[config.mk]
export PLATFORM = sky130hd
export DESIGN_NAME = br_resolve
export DESIGN_NICKNAME = d
export VERILOG_FILES = /design/src/rtl/br_resolve.sv
export SDC_FILE = /design/constraint.sdc
export NUM_CORES = 2
export LEC_CHECK = 0
export BUFFER_PORTS_ARGS = -buffer_cell sky130_fd_sc_hd__buf_2
export CELL_PAD_IN_SITES_DETAIL_PLACEMENT = 1
export CELL_PAD_IN_SITES_GLOBAL_PLACEMENT = 1
export CORE_MARGIN = 2
export CORE_UTILIZATION = 55
export CTS_BUF_LIST = sky130_fd_sc_hd__clkbuf_8 sky130_fd_sc_hd__clkbuf_16
export DETAILED_ROUTE_END_ITERATION = 12
export PLACE_DENSITY_LB_ADDON = 0.08
export SLEW_MARGIN = 20
export SYNTH_ARGS = -nofsm -noshare
export SYNTH_HDL_FRONTEND = slang
export SYNTH_SLANG_ARGS = --single-unit
[constraint.sdc]
create_clock -name clk -period 8.39 [get_ports clk]
set_clock_uncertainty 0.15 [all_clocks]
set_input_delay 0.839 -clock clk [delete_from_list [all_inputs] [get_ports clk]]
set_output_delay 0.839 -clock clk [all_outputs]
set_load 0.02 [all_outputs]
[src/rtl/br_resolve.sv]
// Branch resolution: checks resolved branches against fetch-time predictions and
// sequences mispredict recovery. Optional BR_RESOLVE_STATS_EN adds resolve/mispredict counters.
module br_resolve #(
  parameter int unsigned ROB_IDX_W = 5
) (
  input  logic                 clk,
  input  logic                 rst,
  input  logic                 disp_en_i,
  input  logic [ROB_IDX_W-1:0] disp_rob_idx_i,
  input  logic [63:0]          disp_npc_i,
  input  logic                 disp_pred_taken_i,
  input  logic [63:0]          disp_pred_target_i,
  input  logic [ROB_IDX_W-1:0] rob_head_idx_i,
  input  logic                 br_done_i,
  input  logic [ROB_IDX_W-1:0] br_rob_idx_i,
  input  logic                 br_result_i,
  input  logic [63:0]          br_target_i,
  input  logic                 recover_ack_i,
  output logic                 mispredict_o,
  output logic [63:0]          redirect_pc_o,
  output logic [ROB_IDX_W-1:0] mispredict_rob_idx_o,
  output logic                 busy_o,
  output logic                 bp_upd_valid_o,
  output logic [63:0]          bp_upd_pc_o,
  output logic                 bp_upd_taken_o,
  output logic [63:0]          bp_upd_target_o
`ifdef BR_RESOLVE_STATS_EN
  ,
  output logic [31:0]          stat_resolved_o,
  output logic [31:0]          stat_mispred_o
`endif
);

  localparam int unsigned Entries = 2 ** ROB_IDX_W;

  localparam logic [1:0] StIdle  = 2'd0;
  localparam logic [1:0] StFlush = 2'd1;
  localparam logic [1:0] StWait  = 2'd2;

  logic [1:0]           state_q, state_d;
  logic [Entries-1:0]   valid_q, valid_d;
  logic [63:0]          npc_tbl [Entries];
  logic [63:0]          tgt_tbl [Entries];
  logic [Entries-1:0]   ptk_tbl;

  logic [63:0]          redirect_pc_q;
  logic [ROB_IDX_W-1:0] mis_idx_q;
  logic                 bp_upd_valid_q;
  logic [63:0]          bp_upd_pc_q;
  logic                 bp_upd_taken_q;
  logic [63:0]          bp_upd_target_q;

  logic                 disp_we;
  logic                 res_vld;
  logic                 res_mis;
  logic                 take_flush;
  logic [63:0]          res_npc;
  logic [63:0]          res_pc;
  logic [ROB_IDX_W-1:0] br_age;
  logic [ROB_IDX_W-1:0] mis_age;

  assign disp_we = disp_en_i && (state_q == StIdle);
  assign res_vld = br_done_i && valid_q[br_rob_idx_i];
  assign res_npc = npc_tbl[br_rob_idx_i];
  assign res_mis = res_vld && ((br_result_i != ptk_tbl[br_rob_idx_i]) ||
                               (br_result_i && (br_target_i != tgt_tbl[br_rob_idx_i])));
  assign res_pc  = br_result_i ? br_target_i : res_npc;

  // Ages are relative to the current ROB head; smaller means older.
  assign br_age  = br_rob_idx_i - rob_head_idx_i;
  assign mis_age = mis_idx_q - rob_head_idx_i;

  // During recovery only a strictly older mispredict replaces the latched one.
  assign take_flush = res_mis && ((state_q == StIdle) || (br_age < mis_age));

  always_comb begin
    logic [ROB_IDX_W-1:0] entry_age;
    entry_age = '0;
    valid_d   = valid_q;
    if (disp_we) valid_d[disp_rob_idx_i] = 1'b1;
    if (res_vld) valid_d[br_rob_idx_i] = 1'b0;
    if (take_flush) begin
      for (int unsigned i = 0; i < Entries; i++) begin
        entry_age = ROB_IDX_W'(i) - rob_head_idx_i;
        if (entry_age > br_age) valid_d[i] = 1'b0;
      end
    end
  end

  always_comb begin
    state_d = state_q;
    case (state_q)
      StIdle:  state_d = StIdle;
      StFlush: state_d = StWait;
      StWait:  if (recover_ack_i) state_d = StIdle;
      default: state_d = StIdle;
    endcase
    if (take_flush) state_d = StFlush;
  end

  // Table payload needs no reset; the valid bits gate every use.
  always_ff @(posedge clk) begin
    if (disp_we) begin
      npc_tbl[disp_rob_idx_i] <= disp_npc_i;
      tgt_tbl[disp_rob_idx_i] <= disp_pred_target_i;
      ptk_tbl[disp_rob_idx_i] <= disp_pred_taken_i;
    end
  end

  always_ff @(posedge clk) begin
    if (rst) begin
      state_q         <= StIdle;
      valid_q         <= '0;
      redirect_pc_q   <= '0;
      mis_idx_q       <= '0;
      bp_upd_valid_q  <= 1'b0;
      bp_upd_pc_q     <= '0;
      bp_upd_taken_q  <= 1'b0;
      bp_upd_target_q <= '0;
    end else begin
      state_q        <= state_d;
      valid_q        <= valid_d;
      bp_upd_valid_q <= res_vld;
      if (res_vld) begin
        bp_upd_pc_q     <= res_npc - 64'd4;
        bp_upd_taken_q  <= br_result_i;
        bp_upd_target_q <= br_target_i;
      end
      if (take_flush) begin
        redirect_pc_q <= res_pc;
        mis_idx_q     <= br_rob_idx_i;
      end
    end
  end

  assign mispredict_o         = (state_q == StFlush);
  assign busy_o               = (state_q != StIdle);
  assign redirect_pc_o        = redirect_pc_q;
  assign mispredict_rob_idx_o = mis_idx_q;
  assign bp_upd_valid_o       = bp_upd_valid_q;
  assign bp_upd_pc_o          = bp_upd_pc_q;
  assign bp_upd_taken_o       = bp_upd_taken_q;
  assign bp_upd_target_o      = bp_upd_target_q;

`ifdef BR_RESOLVE_STATS_EN
  logic [31:0] stat_resolved_q;
  logic [31:0] stat_mispred_q;

  // Counters move on the same edge that raises bp_upd_valid_o.
  always_ff @(posedge clk) begin
    if (rst) begin
      stat_resolved_q <= '0;
      stat_mispred_q  <= '0;
    end else begin
      if (res_vld && (stat_resolved_q != 32'hFFFF_FFFF)) stat_resolved_q <= stat_resolved_q + 32'd1;
      if (res_mis && (stat_mispred_q != 32'hFFFF_FFFF)) stat_mispred_q <= stat_mispred_q + 32'd1;
    end
  end

  assign stat_resolved_o = stat_resolved_q;
  assign stat_mispred_o  = stat_mispred_q;
`endif

endmodule

# Word-level counts from Yosys, hierarchy flattened
# Memories as Yosys holds them, arrays and structs flattened.
# Cells that the tools add are included.
[word_totals] mem_bits_rw=4096 mem_count=2 out_inout_bits=201 in_bits=214 ff_bits=265 word_cells=155
[classes] n_addsub=35 eq_ne=6 n_bitwise=3 reduce_logical=12 order_cmp=37 mux=50
[memory_table] name="npc_tbl" words=32 word_bits=64 read_ports=1 rd_clocked_by_memory_dff=0 wr=1 line_no="42" source="logic [63:0] npc_tbl [Entries];"
[memory_table] name="tgt_tbl" words=32 word_bits=64 read_ports=1 rd_clocked_by_memory_dff=0 wr=1 line_no="43" source="logic [63:0] tgt_tbl [Entries];"
[op_table] cell="$gt A5 B5 Y1" count=32
[op_table] cell="$mux W32" count=3
[op_table] cell="$sub A5 B5 Y5 const A" count=16
[op_table] cell="$mux W64" count=1
[op_table] cell="$ne A64 B64 Y1" count=1
[op_table] cell="$sub A64 B3 Y64 const B" count=1
[op_table] cell="$sub A4 B5 Y5 const A" count=8
[op_table] cell="$mux W1" count=39
[op_table] cell="$and A32 B32 Y32" count=1
[op_table] cell="$bwmux W32" count=1
[op_table] cell="$not A32 Y32" count=1
[op_table] cell="$or A32 B32 Y32" count=1
[op_table] cell="$sub A3 B5 Y5 const A" count=4
[op_table] cell="$lt A5 B6 Y1 const B" count=2
[op_table] cell="$bmux W1 S5" count=2
[op_table] cell="$demux W1 S5" count=2
[op_table] cell="$ge A5 B1 Y1 const B" count=2
[op_table] cell="$sub A1 B5 Y5 const A" count=2
[op_table] cell="$sub A2 B5 Y5 const A" count=2
[op_table] cell="$sub A5 B5 Y5" count=2
[op_table] cell="$logic_and A1 B1 Y1" count=7
[op_table] cell="$lt A5 B5 Y1" count=1
[op_table] cell="$pmux W2 S2" count=1
[op_table] cell="$ne A3 B3 Y1 const B" count=1
[op_table] cell="other kinds (9)" count=10

# Depth between registers and ports, before layout
[logic_depth] ltp_word=10 ltp_mapped=27 mapped_depth_nobuf=14

# Worst setup path after synthesis
# Ideal clock, no wire load.
[synth_timing] path_kind="input port to flip-flop" startpoint="input disp_rob_idx_i[0]" endpoint="register valid_q[20]" cell_stages=5 setup_time_ns=0.095 required_ns=8.145 arrival_time_ns=7.466 n_path_buf=1 setup_slack_ns=0.679 path_cell_list="or3_1 > clkbuf_1 > nor2_1 > o221ai_1 > a31oi_1"
[synth_via] elab_chain_len=10 elab_cells_between_ends=11 cone_classes="order compare (2); mux (6); bitwise (2); reduce/logical (1)"
[synth_lines] element="start, declared" line_no="9" source="input logic [ROB_IDX_W-1:0] disp_rob_idx_i,"
[synth_lines] element="$lt A5 B6 Y1 (implied by the code) / $ge A5 B1 Y1 (equally long branches)" line_no="80" source="if (disp_we) valid_d[disp_rob_idx_i] = 1'b1;"
[synth_lines] element="$logic_and A1 B1 Y1 (implied by the code)" line_no="80"
[synth_lines] element="$mux W1 (implied by the code)" line_no="80"
[synth_lines] element="$demux W1 S5 *" line_no="80"
[synth_lines] element="$or A32 B32 Y32 (no source line) *"
[synth_lines] element="$mux W32 *" line_no="80"
[synth_lines] element="$and A32 B32 Y32 (no source line)"
[synth_lines] element="$mux W32 *" line_no="81" source="if (res_vld) valid_d[br_rob_idx_i] = 1'b0;"
[synth_lines] element="$mux W1" line_no="85" source="if (entry_age > br_age) valid_d[i] = 1'b0;"
[synth_lines] element="$mux W32 *" line_no="82" source="if (take_flush) begin"
[synth_lines] element="end signal, assigned" line_no="122" source="valid_q <= valid_d;"
[synth_lines] element="end, declared" line_no="41" source="logic [Entries-1:0] valid_q, valid_d;"
# Every way passes the cells marked *; elsewhere a longest branch is shown, timed or not.
# A chain may end at the register's enable or synchronous reset.

# Worst setup path in the final report
[layout_timing] startpoint="input br_rob_idx_i[1]" endpoint="register redirect_pc_q[43], in the netlist redirect_pc_o[43]"
[layout_via] elab_chain_len=6 elab_cells_between_ends=17 cone_classes="add/sub (1); order compare (1); eq/ne (2); mux (5); reduce/logical (6); memory (2)"
[layout_lines] element="start, declared" line_no="15" source="input logic [ROB_IDX_W-1:0] br_rob_idx_i,"
[layout_lines] element="$mem_v2 Z32 W64 / $bmux W1 S5 (equally long branches)"
[layout_lines] element="$ne A64 B64 Y1 / $mux W1 (equally long branches)" line_no="66, 65"
[layout_lines] element="$logic_and A1 B1 Y1 / $ne A1 B1 Y1 (equally long branches)" line_no="66, 65"
[layout_lines] element="$logic_or A1 B1 Y1" line_no="65" source="assign res_mis = res_vld && ((br_result_i != ptk_tbl[br_rob_idx_i]) ||"
[layout_lines] element="$logic_and A1 B1 Y1" line_no="65"
[layout_lines] element="$logic_and A1 B1 Y1" line_no="74" source="assign take_flush = res_mis && ((state_q == StIdle) || (br_age < mis_age));"
[layout_lines] element="end signal, assigned" line_no="130" source="redirect_pc_q <= res_pc;"
[layout_lines] element="end, declared" line_no="46" source="logic [63:0] redirect_pc_q;"
# Several ways; a longest one is shown, not always the timed one. The select of a mux whose other input is x is not followed.

==> results.py <==
metrics = {
    "cts": {
        "cts_sinks": 4361,
        "cts.clk_slew.worst_paths_ps": 60,
        "cts-htree-levels": 5,
        "cts_resized": 0,
        "root_buffer": "clkbuf_16",
        "cts_buffers": 438,
        "clkLatencyLatePin_ps": 1010,
        "ctsLongestPathBuffers": 4,
        "cts_tree": "built",
        "post-cts-setup-buffers": 0,
        "cts_hold_buf": 3,
    },
    "routing": {
        "route.detailed.drc": 0,
        "first_pass_iters": 6,
        "ant_nets": 0,
        "routedWlPerCell_um": 41.6,
        "viasPerCell": 7.05,
        "drt_iter0_drc": 15100,
        "drt_wl_total_um": 585000,
        "num_vias": 99100,
    },
    "logic_synthesis": {
        "async_flop_share_pct": 0,
        "yosysTopAreaCell": "edfxtp_1",
        "ys.flop_type": "edfxtp_1",
        "synth.net_count": 9223,
        "netlist.area_leader.share_pct": 72.7,
        "synthCells": 8922,
        "synth_seq_cells": 4361,
        "ys_top_cells_by_area": "edfxtp_1 (73%), mux4_2 (7.7%), mux2i_1 (5.4%), dfxtp_1 (2.7%), o22ai_1 (1.7%)",
        "syn_area_um2": 170000,
        "synth_edf_count": 4128,
        "synth_area_per_cell_um2": 19.1,
        "ys_seq_area_share_pct": 75.4,
        "ys_warn_count": 0,
        "synthDistinctLibCells": 77,
    },
    "power_and_ir_drop": {
        "p_clk_share_pct": 42.0,
        "p_leak_nw": 64.4,
        "power.internal_mw": 35.7,
        "power_density_nw_per_um2": 240,
        "power_mw": 46.1,
        "pwr-share-seq_pct": 52.0,
        "power_frac_comb_pct": 6.0,
        "p_sw_mw": 10.5,
        "power_switching_share_pct": 22.7,
        "ir_worst_vdd_mv": 0.196,
    },
    "worst_setup_path": {
        "critPathKind": "in2reg",
        "worst_setup_path_end_kind": "flip-flop",
        "cp_slowest_cell": "nor4_1",
        "r2r_cells": 11,
        "rr_startpoint": "tgt_tbl[19][2]",
        "slowest_delay_ps": 850,
        "critPathBufInv": 6,
        "crit_chain": "buf_12 > buf_12 > buf_4 > buf_4 > mux2i_1 > o22ai_1 > nor4_1 > a21oi_1 > nor4_1 > nand4_1 > nor4_4 > buf_4 > and2_4 > buf_12 > o211ai_1",
        "critPathRequiredTime_ps": 9050,
        "reg2reg_setup_slack_ps": 3450,
        "path_max_fanout": 105,
        "cp.arrival_ps": 7390,
        "startpoint_type": "primary input",
        "worstReg2RegEnd": "redirect_pc_o[43]",
        "worst_path_dominant_cell_family": "buffers and inverters",
    },
    "placement": {
        "dp_hpwl_um": 321000,
        "placed_area_um2": 178000,
        "place.gp.congestion": 0.851,
        "io_buffers": 414,
    },
    "timing": {
        "worst_pin_slew_ps": 1470,
        "rsz0062_at_grt": "false",
        "fin_crit_sh_pct": 80.2,
        "hold_viol": 0,
        "slew_headroom_pct": 2.27,
        "max_freq_mhz": 149,
        "hold_slack_ps": 62.6,
        "setup_violations": 0,
        "finalCriticalPeriod_ps": 6720,
        "final_max_slew_viol_count": 0,
        "tns_ps": 0,
    },
    "layout": {
        "final_common_cell": "edfxtp_1",
        "final_area_um2": 193000,
        "area_growth_pct": 12.9,
        "layout_common_cells": "edfxtp_1 (4128), mux2i_1 (914), mux4_2 (584)",
        "layout-drive-gt1-share_pct": 20.1,
        "final_nets": 9790,
    },
    "floorplan": {
        "io_pins": 415,
        "die_w_um": 561,
        "core-area_um2": 309000,
        "dieArea_um2": 314000,
        "dieHeight_um": 561,
        "start_util_pct": 55.2,
        "fp-row-count": 204,
    },
    "global_route": {
        "grt_pass1_wl_um": 803000,
        "grt_usage_pct": 36.8,
        "grt_max_degree": 138,
        "grt_pass1_vias": 99300,
        "antenna_found_initial": 93,
        "overflow": 0,
    },
    "worst_hold_path": {
        "holdPathEnd": "bp_upd_target_o[49]",
        "hold_path.class": "in2reg",
        "hold_depth": 3,
        "min-delay-start": "br_target_i[49]",
    },
    "flow_run": {
        "drv_cap": 0,
    },
    "status": {
        "run_status": "completed",
    },
}
[layout make-up]
cell class	count	area (um2)
Multi-Input combinational cell	3958	39100
Inverter	53	204
Clock buffer	453	11200
Fill cell	25800	116000
Clock inverter	373	2950
Tap cell	4120	5150
Antenna cell	61	153
Sequential cell	4361	129000
Timing Repair Buffer	677	5120
[layer usage]
metal / routed length (um) / GRT usage (%) / share of wire, %
met4: 27300 / 16.0 / 4.7
met1: 220000 / 50.7 / 38
met3: 62600 / 7.73 / 11
met2: 274000 / 57.3 / 47
met5: 205 / 0 / 0.035
[power groups by stage]
stage,clock network (mW),logic [mW],registers (mW)
2_1_floorplan,0,1.44,24.5
3_3_place_gp,0,2.58,24.5
3_5_place_dp,0,2.68,24.5
4_1_cts,19.5,2.69,24.0
5_1_grt,20.3,2.85,24.0
6_report,19.4,2.75,24.0
[cells by family (layout without fill, tap and decap cells)]
family,Yosys count,in the layout,share of synthesized area (%)
other,0,61,0
multiplexers,1498,1498,13.1
flip-flops,4361,4361,75.4
AND/OR/NAND/NOR,962,962,3.23
buffers and inverters,603,1556,1.88
adder cells (fa/ha/maj),87,87,0.647
AO/OA/AOI/OAI,1329,1329,5.30
XOR/XNOR,82,82,0.421
[sequential cells by signal, summed over array words and instances (netlist names)]
signal / flops
npc_tbl: 2048
tgt_tbl: 2048
bp_upd_pc_o: 64
bp_upd_target_o: 64
redirect_pc_o: 64
ptk_tbl: 32
valid_q: 32
mispredict_rob_idx_o: 5
state_q: 2
bp_upd_taken_o: 1
bp_upd_valid_o: 1
[Yosys cell counts (all sizes together), types with 10 or more instances]
library cell / count
nor2b: 71
edfxtp: 4128
nor3: 19
nand2: 238
or4: 25
a31oi: 50
nand3: 48
mux4: 584
o22ai: 457
a22o: 10
o2111ai: 56
nor4: 143
xor2: 30
o21ai: 45
or3: 16
nand3b: 11
a21oi: 181
ha: 85
clkbuf: 215
nand2b: 61
buf: 335
a22oi: 287
and3: 53
inv: 52
a21o: 38
mux2i: 914
nor2: 70
xnor2: 52
o221ai: 25
o211ai: 72
a2bb2oi: 69
dfxtp: 233
nand4: 164
[worst max-delay path by stage]
stage / startpoint / cells after the start / slack, ps / to
5_1_grt: br_rob_idx_i[1] / 15 / 1630 / valid_q[10]
3_5_place_dp: br_rob_idx_i[1] / 15 / 910 / redirect_pc_o[43]
2_1_floorplan: disp_rob_idx_i[0] / 5 / 680 / valid_q[20]
3_3_place_gp: br_rob_idx_i[1] / 15 / 1030 / redirect_pc_o[1]
6_report: br_rob_idx_i[1] / 15 / 1670 / redirect_pc_o[43]
4_1_cts: br_rob_idx_i[1] / 15 / 1870 / redirect_pc_o[43]
[worst min-delay path, cell delays in order]
cell and delay (ps):
buf_2 160, nand2_1 70, a21oi_1 50
[metrics by stage]
step           instances  util [%]  setup WS (ps)
2_1_floorplan       8922         -            679
3_3_place_gp       13200      57.7           1030
3_5_place_dp       13200      57.7            906
4_1_cts            14000      62.3           1870
5_1_grt            14000      62.4           1630
6_report           14100      62.4           1670
Power figures use the tool's default switching activity.
